### src/rtl/controle_escrita_pkg.sv
// ----------------------------------------------------------------------------
// controle_escrita_pkg
//   Shared constants and types for the register-file write-back path.
//   - LARG_END               : register address width (5 bits, 32 registers)
//   - *_PADRAO               : default word width, register count and depth
//   - entrada_escrita_t      : one queued write {end_reg, dado} at the default
//                              word width
// ----------------------------------------------------------------------------
package controle_escrita_pkg;

    localparam int LARG_END               = 5;
    localparam int TAMANHO_PALAVRA_PADRAO = 32;
    localparam int TAM_MEMORIA_PADRAO     = 32;
    localparam int PROFUNDIDADE_PADRAO    = 4;

    typedef struct packed {
        logic [LARG_END-1:0]               end_reg;
        logic [TAMANHO_PALAVRA_PADRAO-1:0] dado;
    } entrada_escrita_t;

endpackage

### src/rtl/controle_escrita_registradores_fila_escrita.sv
// ----------------------------------------------------------------------------
// fila_escrita
//   Circular FIFO of pending register-file writes.
//   - Two ordered write ports: port a is enqueued before port b when both
//     are active in the same cycle.
//   - One read port: the head entry is shown combinationally and is removed
//     on every edge where le=1.
//   - Publishes occupancy, empty/full flags and a per-register pending mask.
//   Ports:
//     clk, rst                 clock, synchronous active-high reset
//     escreve_a/end_a/dado_a   first write port
//     escreve_b/end_b/dado_b   second write port
//     le                       pop the head this edge
//     end_cabeca/dado_cabeca   head entry, 0 when empty
//     contagem, vazia, cheia   occupancy state
//     pendente                 bit i = some occupied entry targets register i
// ----------------------------------------------------------------------------
module fila_escrita
    import controle_escrita_pkg::*;
#(
    parameter  int LARG_DADO = TAMANHO_PALAVRA_PADRAO,
    parameter  int NUM_REGS  = TAM_MEMORIA_PADRAO,
    parameter  int PROF      = PROFUNDIDADE_PADRAO,
    localparam int LARG_PTR  = $clog2(PROF),
    localparam int LARG_CONT = $clog2(PROF + 1)
) (
    input  logic                 clk,
    input  logic                 rst,
    input  logic                 escreve_a,
    input  logic [LARG_END-1:0]  end_a,
    input  logic [LARG_DADO-1:0] dado_a,
    input  logic                 escreve_b,
    input  logic [LARG_END-1:0]  end_b,
    input  logic [LARG_DADO-1:0] dado_b,
    input  logic                 le,
    output logic [LARG_END-1:0]  end_cabeca,
    output logic [LARG_DADO-1:0] dado_cabeca,
    output logic [LARG_CONT-1:0] contagem,
    output logic                 vazia,
    output logic                 cheia,
    output logic [NUM_REGS-1:0]  pendente
);

    typedef struct packed {
        logic [LARG_END-1:0]  end_reg;
        logic [LARG_DADO-1:0] dado;
    } entrada_t;

    entrada_t             fila_q [PROF];
    entrada_t             fila_d [PROF];
    logic [LARG_PTR-1:0]  rd_q, rd_d;
    logic [LARG_PTR-1:0]  wr_q, wr_d;
    logic [LARG_PTR-1:0]  wr_b;
    logic [LARG_CONT-1:0] cont_q, cont_d;
    logic [LARG_PTR-1:0]  deslocamento;

    // NOTE: always_comb uses blocking assignments and gives every output a
    // default first, so no path leaves a variable unassigned (no latches).
    always_comb begin
        fila_d = fila_q;
        // Port b lands right after port a when both write this cycle.
        wr_b   = escreve_a ? wr_q + LARG_PTR'(1) : wr_q;
        if (escreve_a) fila_d[wr_q] = '{end_reg: end_a, dado: dado_a};
        if (escreve_b) fila_d[wr_b] = '{end_reg: end_b, dado: dado_b};
        wr_d   = wr_q + LARG_PTR'(escreve_a) + LARG_PTR'(escreve_b);
        rd_d   = rd_q + LARG_PTR'(le);
        cont_d = cont_q + LARG_CONT'(escreve_a) + LARG_CONT'(escreve_b)
               - LARG_CONT'(le);
    end

    // NOTE: state flops use non-blocking assignments; reset wins over any
    // same-cycle push or pop.
    always_ff @(posedge clk) begin
        if (rst) begin
            rd_q   <= '0;
            wr_q   <= '0;
            cont_q <= '0;
        end else begin
            rd_q   <= rd_d;
            wr_q   <= wr_d;
            cont_q <= cont_d;
        end
    end

    // NOTE: the storage array is deliberately not reset; occupancy alone
    // decides which slots are meaningful, so stale contents are never seen.
    always_ff @(posedge clk) begin
        fila_q <= fila_d;
    end

    assign contagem = cont_q;
    assign vazia    = (cont_q == '0);
    assign cheia    = (cont_q == LARG_CONT'(PROF));

    always_comb begin
        end_cabeca  = '0;
        dado_cabeca = '0;
        if (!vazia) begin
            end_cabeca  = fila_q[rd_q].end_reg;
            dado_cabeca = fila_q[rd_q].dado;
        end
    end

    // A slot is occupied when its distance from the read pointer (modulo
    // the depth) is below the occupancy count.
    always_comb begin
        pendente     = '0;
        deslocamento = '0;
        for (int i = 0; i < PROF; i++) begin
            deslocamento = LARG_PTR'(i) - rd_q;
            if (LARG_CONT'(deslocamento) < cont_q) begin
                for (int j = 0; j < NUM_REGS; j++) begin
                    if (fila_q[i].end_reg == LARG_END'(j)) pendente[j] = 1'b1;
                end
            end
        end
    end

endmodule

### src/rtl/controle_escrita_registradores.sv
// ----------------------------------------------------------------------------
// controle_escrita_registradores
//   Write-back arbiter in front of the single register-file write port.
//   Accepts ALU (ula) and load (mem) results through valid/ready handshakes,
//   queues them in fila_escrita and retires one write per cycle.
//   Build option: DESCARTA_REG_ZERO_EN -- when defined, transfers that target
//   register 0 complete their handshake but are dropped instead of queued.
//   Ports:
//     clk, rst                               clock, sync active-high reset
//     mem_valido/mem_pronto/mem_end/mem_dado load-result handshake
//     ula_valido/ula_pronto/ula_end/ula_dado ALU-result handshake
//     end_reg_3/dado_escrita/escrita         register-file write port
//     pendente                               registers with queued writes
//     contagem/fila_vazia/fila_cheia         queue occupancy
// ----------------------------------------------------------------------------
module controle_escrita_registradores
    import controle_escrita_pkg::*;
#(
    parameter int tamanho_palavra   = TAMANHO_PALAVRA_PADRAO,
    parameter int tam_memoria       = TAM_MEMORIA_PADRAO,
    parameter int profundidade_fila = PROFUNDIDADE_PADRAO
) (
    input  logic                                     clk,
    input  logic                                     rst,
    input  logic                                     mem_valido,
    output logic                                     mem_pronto,
    input  logic [LARG_END-1:0]                      mem_end,
    input  logic [tamanho_palavra-1:0]               mem_dado,
    input  logic                                     ula_valido,
    output logic                                     ula_pronto,
    input  logic [LARG_END-1:0]                      ula_end,
    input  logic [tamanho_palavra-1:0]               ula_dado,
    output logic [LARG_END-1:0]                      end_reg_3,
    output logic [tamanho_palavra-1:0]               dado_escrita,
    output logic                                     escrita,
    output logic [tam_memoria-1:0]                   pendente,
    output logic [$clog2(profundidade_fila+1)-1:0]   contagem,
    output logic                                     fila_vazia,
    output logic                                     fila_cheia
);

    localparam int LARG_CONT = $clog2(profundidade_fila + 1);

    logic [LARG_CONT-1:0]   livre;
    logic                   mem_ocupa;
    logic                   mem_transf, ula_transf;
    logic                   mem_enfileira, ula_enfileira;
    logic [tam_memoria-1:0] pendente_fila;

    always_comb begin
        // Capacity comes from registered occupancy only; a pop this cycle
        // does not free a slot for a push this cycle.
        livre = LARG_CONT'(profundidade_fila) - contagem;

`ifdef DESCARTA_REG_ZERO_EN
        // A load aimed at register 0 is dropped, so it does not take the
        // slot the ALU result would otherwise need.
        mem_ocupa     = mem_valido && (mem_end != '0);
`else
        mem_ocupa     = mem_valido;
`endif

        mem_pronto = (livre != '0);
        ula_pronto = (livre >= LARG_CONT'(2)) || ((livre != '0) && !mem_ocupa);

        mem_transf = mem_valido && mem_pronto;
        ula_transf = ula_valido && ula_pronto;

`ifdef DESCARTA_REG_ZERO_EN
        mem_enfileira = mem_transf && (mem_end != '0);
        ula_enfileira = ula_transf && (ula_end != '0);
`else
        mem_enfileira = mem_transf;
        ula_enfileira = ula_transf;
`endif
    end

    // The register file is always ready, so the head retires whenever present.
    assign escrita = !fila_vazia;

    // mem occupies port a so it is enqueued ahead of a same-cycle ula result;
    // a write pair to the same register therefore leaves the ALU value last.
    fila_escrita #(
        .LARG_DADO (tamanho_palavra),
        .NUM_REGS  (tam_memoria),
        .PROF      (profundidade_fila)
    ) u_fila (
        .clk         (clk),
        .rst         (rst),
        .escreve_a   (mem_enfileira),
        .end_a       (mem_end),
        .dado_a      (mem_dado),
        .escreve_b   (ula_enfileira),
        .end_b       (ula_end),
        .dado_b      (ula_dado),
        .le          (escrita),
        .end_cabeca  (end_reg_3),
        .dado_cabeca (dado_escrita),
        .contagem    (contagem),
        .vazia       (fila_vazia),
        .cheia       (fila_cheia),
        .pendente    (pendente_fila)
    );

`ifdef DESCARTA_REG_ZERO_EN
    assign pendente = {pendente_fila[tam_memoria-1:1], 1'b0};
`else
    assign pendente = pendente_fila;
`endif

endmodule

### config.mk
export PLATFORM = sky130hd
export DESIGN_NAME = controle_escrita_registradores
export DESIGN_NICKNAME = d
export VERILOG_FILES = /design/src/rtl/controle_escrita_pkg.sv /design/src/rtl/controle_escrita_registradores_fila_escrita.sv /design/src/rtl/controle_escrita_registradores.sv
export SDC_FILE = /design/constraint.sdc
export NUM_CORES = 1
export LEC_CHECK = 0
export CAP_MARGIN = 20
export CORE_ASPECT_RATIO = 1.75
export CORE_MARGIN = 4
export CORE_UTILIZATION = 43
export CTS_CLUSTER_SIZE = 40
export DETAILED_ROUTE_END_ITERATION = 8
export GPL_TIMING_DRIVEN = 0
export HOLD_SLACK_MARGIN = 0.08
export MAX_ROUTING_LAYER = met4
export PLACE_DENSITY = 0.72
export SLEW_MARGIN = 20
export SYNTH_ARGS = -nofsm -noshare
export SYNTH_HDL_FRONTEND = slang
export SYNTH_SLANG_ARGS = --single-unit
### constraint.sdc
create_clock -name clk -period 2.9 [get_ports clk]
set_clock_uncertainty 0.05 [all_clocks]
set_input_delay 0.87 -clock clk [delete_from_list [all_inputs] [get_ports clk]]
set_output_delay 0.87 -clock clk [all_outputs]
set_load 0.05 [all_outputs]
==> impl_metrics.yaml <==
outcome:
  status: "finished with violations"
  violations: "negative setup slack"
synthesis:
  synth-seq-cells: 155
  yosys_warnings: 0
  syn_area_um2: 9770
  syn-num-nets: 903
  synth_edf_count: 0
  synth_cell_types: 66
  synth-seq-area-share: 0.317
  synthCells: 808
  synth_common_cells: "mux2_2 (265), dfxtp_1 (155), and2_1 (41), mux4_2 (37), mux2_4 (30)"
  synth_top_cell_area_share: 0.317
  synth_area_leaders: "dfxtp_1 (32%), mux2_2 (31%), mux4_2 (8.5%)"
  synth.most_common_cell: "mux2_2"
  ys.flop_type: "dfxtp_1"
  syn_area_per_cell_um2: 12.1
  synth_top_cell_by_area: "dfxtp_1"
  synthArstFlopShare: 0
critical_path:
  ff2ff_path_depth: 12
  cpPeakStageDelay_ns: 0.36
  critPathKind: "register to output pin"
  cp_max_fo: 8
  cp-endpoint: "pendente[23]"
  cp_top_family: "compound AO/OA/AOI/OAI gates"
  cpMostUsedCell: "buf_4"
  crit_cells: 11
  r2r_end: "u_fila.contagem[2]$_SDFF_PP0_"
  critPathSlowestCell: "dfxtp_4"
  r2r_start: "u_fila.contagem[1]$_SDFF_PP0_"
  worstPathCellList: "buf_12 > xor2_4 > buf_4 > ha_4 > nand2b_4 > buf_8 > buf_4 > o2111ai_4 > o22ai_1 > a221o_2 > buf_6"
  cp_num_buf_inv: 5
  cp-end-kind: "output pin"
  required_ns: 1.98
  crit_path_start: "u_fila.rd_q[0]$_SDFF_PP0_"
  arrival_ns: 2.75
  rrSetupSlack_ns: 0.19
  worstSetupStartpointType: "register"
drt:
  routed_wl_mm: 29.6
  drt_drc_violations_left: 0
  via_count: 7693
  via_per_inst: 5.72
  drtIter0Drc: 408
  firstDrtPassIters: 5
  wire_per_inst_um: 22.0
  postRouteAntennaNets: 0
clock_tree:
  clock-sinks: 155
  cts_root_buf: "clkbuf_16"
  clk_latency_ns: 0.43
  numCtsBuffers: 17
  htreeDepth: 4
  tritoncts: "done"
  holdBufCountCts: 0
  clkTransAtPathRegs_ns: 0.07
  clk_path_buf_depth: 2
finish:
  drive_above_1_share: 0.655
  nets: 1131
  syn2layout_area_growth_pct: 44.1
  fillerInstances: 1740
  finish.utilization: 0.633
  multi_input_area_um2: 7170
  final-seq-area_um2: 3120
placed_design:
  hpwl_mm: 21.4
  gp_congestion: 0.957
  numPortBuffers: 154
sta:
  final.setup.worst_slack_ns: -0.771
  setup_viol_count_final: 67
  finalCritPeriodShare: 1.27
  tightest_slew_ns: 0.773
  fin_hold_ws_ns: 0.549
  fin_crit_ns: 3.67
  slew_headroom: 0.483
  fmax_ghz: 0.272
  finalHoldViolCount: 0
  slew_violations: 0
  rsz0062_at_grt: "yes"
global_route:
  met2_usage: 0.438
  met3_usage: 0.0368
  antenna_found_initial: 1
  gr-total-overflow: 0
  grtUsageTotal: 0.235
  grt_pass1_wl_mm: 45.1
  use_met1: 0.225
  grt_pass1_vias: 8250
  grt_max_degree: 17
  busiest_layer: "met2"
floorplanning:
  coreArea_um2: 22300
  die_y_um: 207
  rows: 72
  start_util: 0.439
  pin_count: 155
  fp.dieW_um: 122
  die-area_um2: 25300
worst_hold_path:
  hold_path_class: "register to register"
flow_run:
  drv_cap: 0
[worst min-delay path by stage]
stage,end,start,cells past startpoint
after global routing,u_fila.fila_q[44]$_DFF_P_,u_fila.fila_q[44]$_DFF_P_,2
after global placement,u_fila.rd_q[0]$_SDFF_PP0_,u_fila.rd_q[0]$_SDFF_PP0_,2
final,u_fila.fila_q[88]$_DFF_P_,u_fila.fila_q[88]$_DFF_P_,2
after CTS,u_fila.rd_q[0]$_SDFF_PP0_,u_fila.rd_q[0]$_SDFF_PP0_,2
after detailed placement,u_fila.rd_q[0]$_SDFF_PP0_,u_fila.rd_q[0]$_SDFF_PP0_,2
after floorplan,u_fila.rd_q[0]$_SDFF_PP0_,u_fila.rd_q[0]$_SDFF_PP0_,2
[final cells by class]
| cell class | count | area share |
|---|---|---|
| tap | 296 | 0.0263 |
| antenna | 1 | 0.000178 |
| clock inverter | 6 | 0.00942 |
| buffer | 48 | 0.0354 |
| inverter | 19 | 0.00666 |
| clock buffer | 26 | 0.0362 |
| multi-input combinational | 585 | 0.509 |
| sequential | 155 | 0.222 |
| timing repair buffer | 210 | 0.155 |
[cells in the final DEF, fill, tap and decap left out, types with 5 or more instances in the layout]
master,netlist,routed
mux4_2,37,37
nor2b_1,17,14
clkbuf_16,0,19
nor3_2,2,6
o221ai_4,0,18
buf_12,1,12
mux2_4,30,30
o2111ai_4,0,6
clkbuf_8,0,7
dfxtp_4,0,5
clkdlybuf4s50_1,0,79
o22ai_1,13,9
a22oi_2,0,10
buf_2,8,9
buf_6,13,80
and2_4,0,14
nand2_1,8,8
buf_8,3,13
nand2b_1,19,15
a221o_2,0,10
ha_1,14,8
nand2b_4,1,5
buf_4,7,45
and2_2,0,19
clkbuf_1,15,10
dlygate4sd2_1,0,5
or3_4,0,6
inv_1,17,14
dfxtp_1,155,150
mux2_2,265,265
nor2_1,14,10
and2_1,41,8
ha_4,0,5
[routing by layer]
layer	wire length [µm]	share of wire	vias up
met1	10200	0.35	3810
met4	1600	0.054	0
met2	16600	0.56	237
met5	0	0	-
li1	-	-	3541
met3	1150	0.039	105
[flip-flops by register name, summed over array words and instances (netlist names)]
name	cells
u_fila.fila_q	148
u_fila.wr_q	2
u_fila.rd_q	2
u_fila.contagem	3
[metrics by stage]
stage          setup slack (ns)  instance area, µm²  setup TNS [ns]  cells
2_1_floorplan            -0.185               10300           -2.25    808
3_3_place_gp              -1.33               12200          -76.66   1258
3_5_place_dp              -1.31               12200          -78.03   1258
4_1_cts                  -0.817               13600          -36.35   1325
5_1_grt                  -0.840               14100          -29.69   1346
6_report                 -0.771               14100          -25.11   1346
[worst register-to-register path, delay by kind of cell, from the launching register on]
family	cells	cell delay, ns
compound gates	1	0.37
buf+inv	3	0.28
xor+xnor	2	0.34
simple gates	2	0.10
fa+ha+maj	4	1.08
flops	1	0.38
[cell families after synthesis]
kind of cell / synth area share
AO/OA/AOI/OAI: 0.0805
XOR/XNOR: 0.00448
adder cells (fa/ha/maj): 0.0241
buffers and inverters: 0.0462
flip-flops: 0.317
multiplexers: 0.438
AND/OR/NAND/NOR: 0.0895
[timing repair]
action	CTS	global route
hold endpoints to repair	0	0
buffers inserted	36	21
pin swaps	18	28
gates resized for setup	450	180
cloned	0	2
endpoints found under the setup margin	74	73
Power is left out: the tool's default activity adds up to more than one toggle a clock period on the data nets, which glitch-free logic cannot reach.
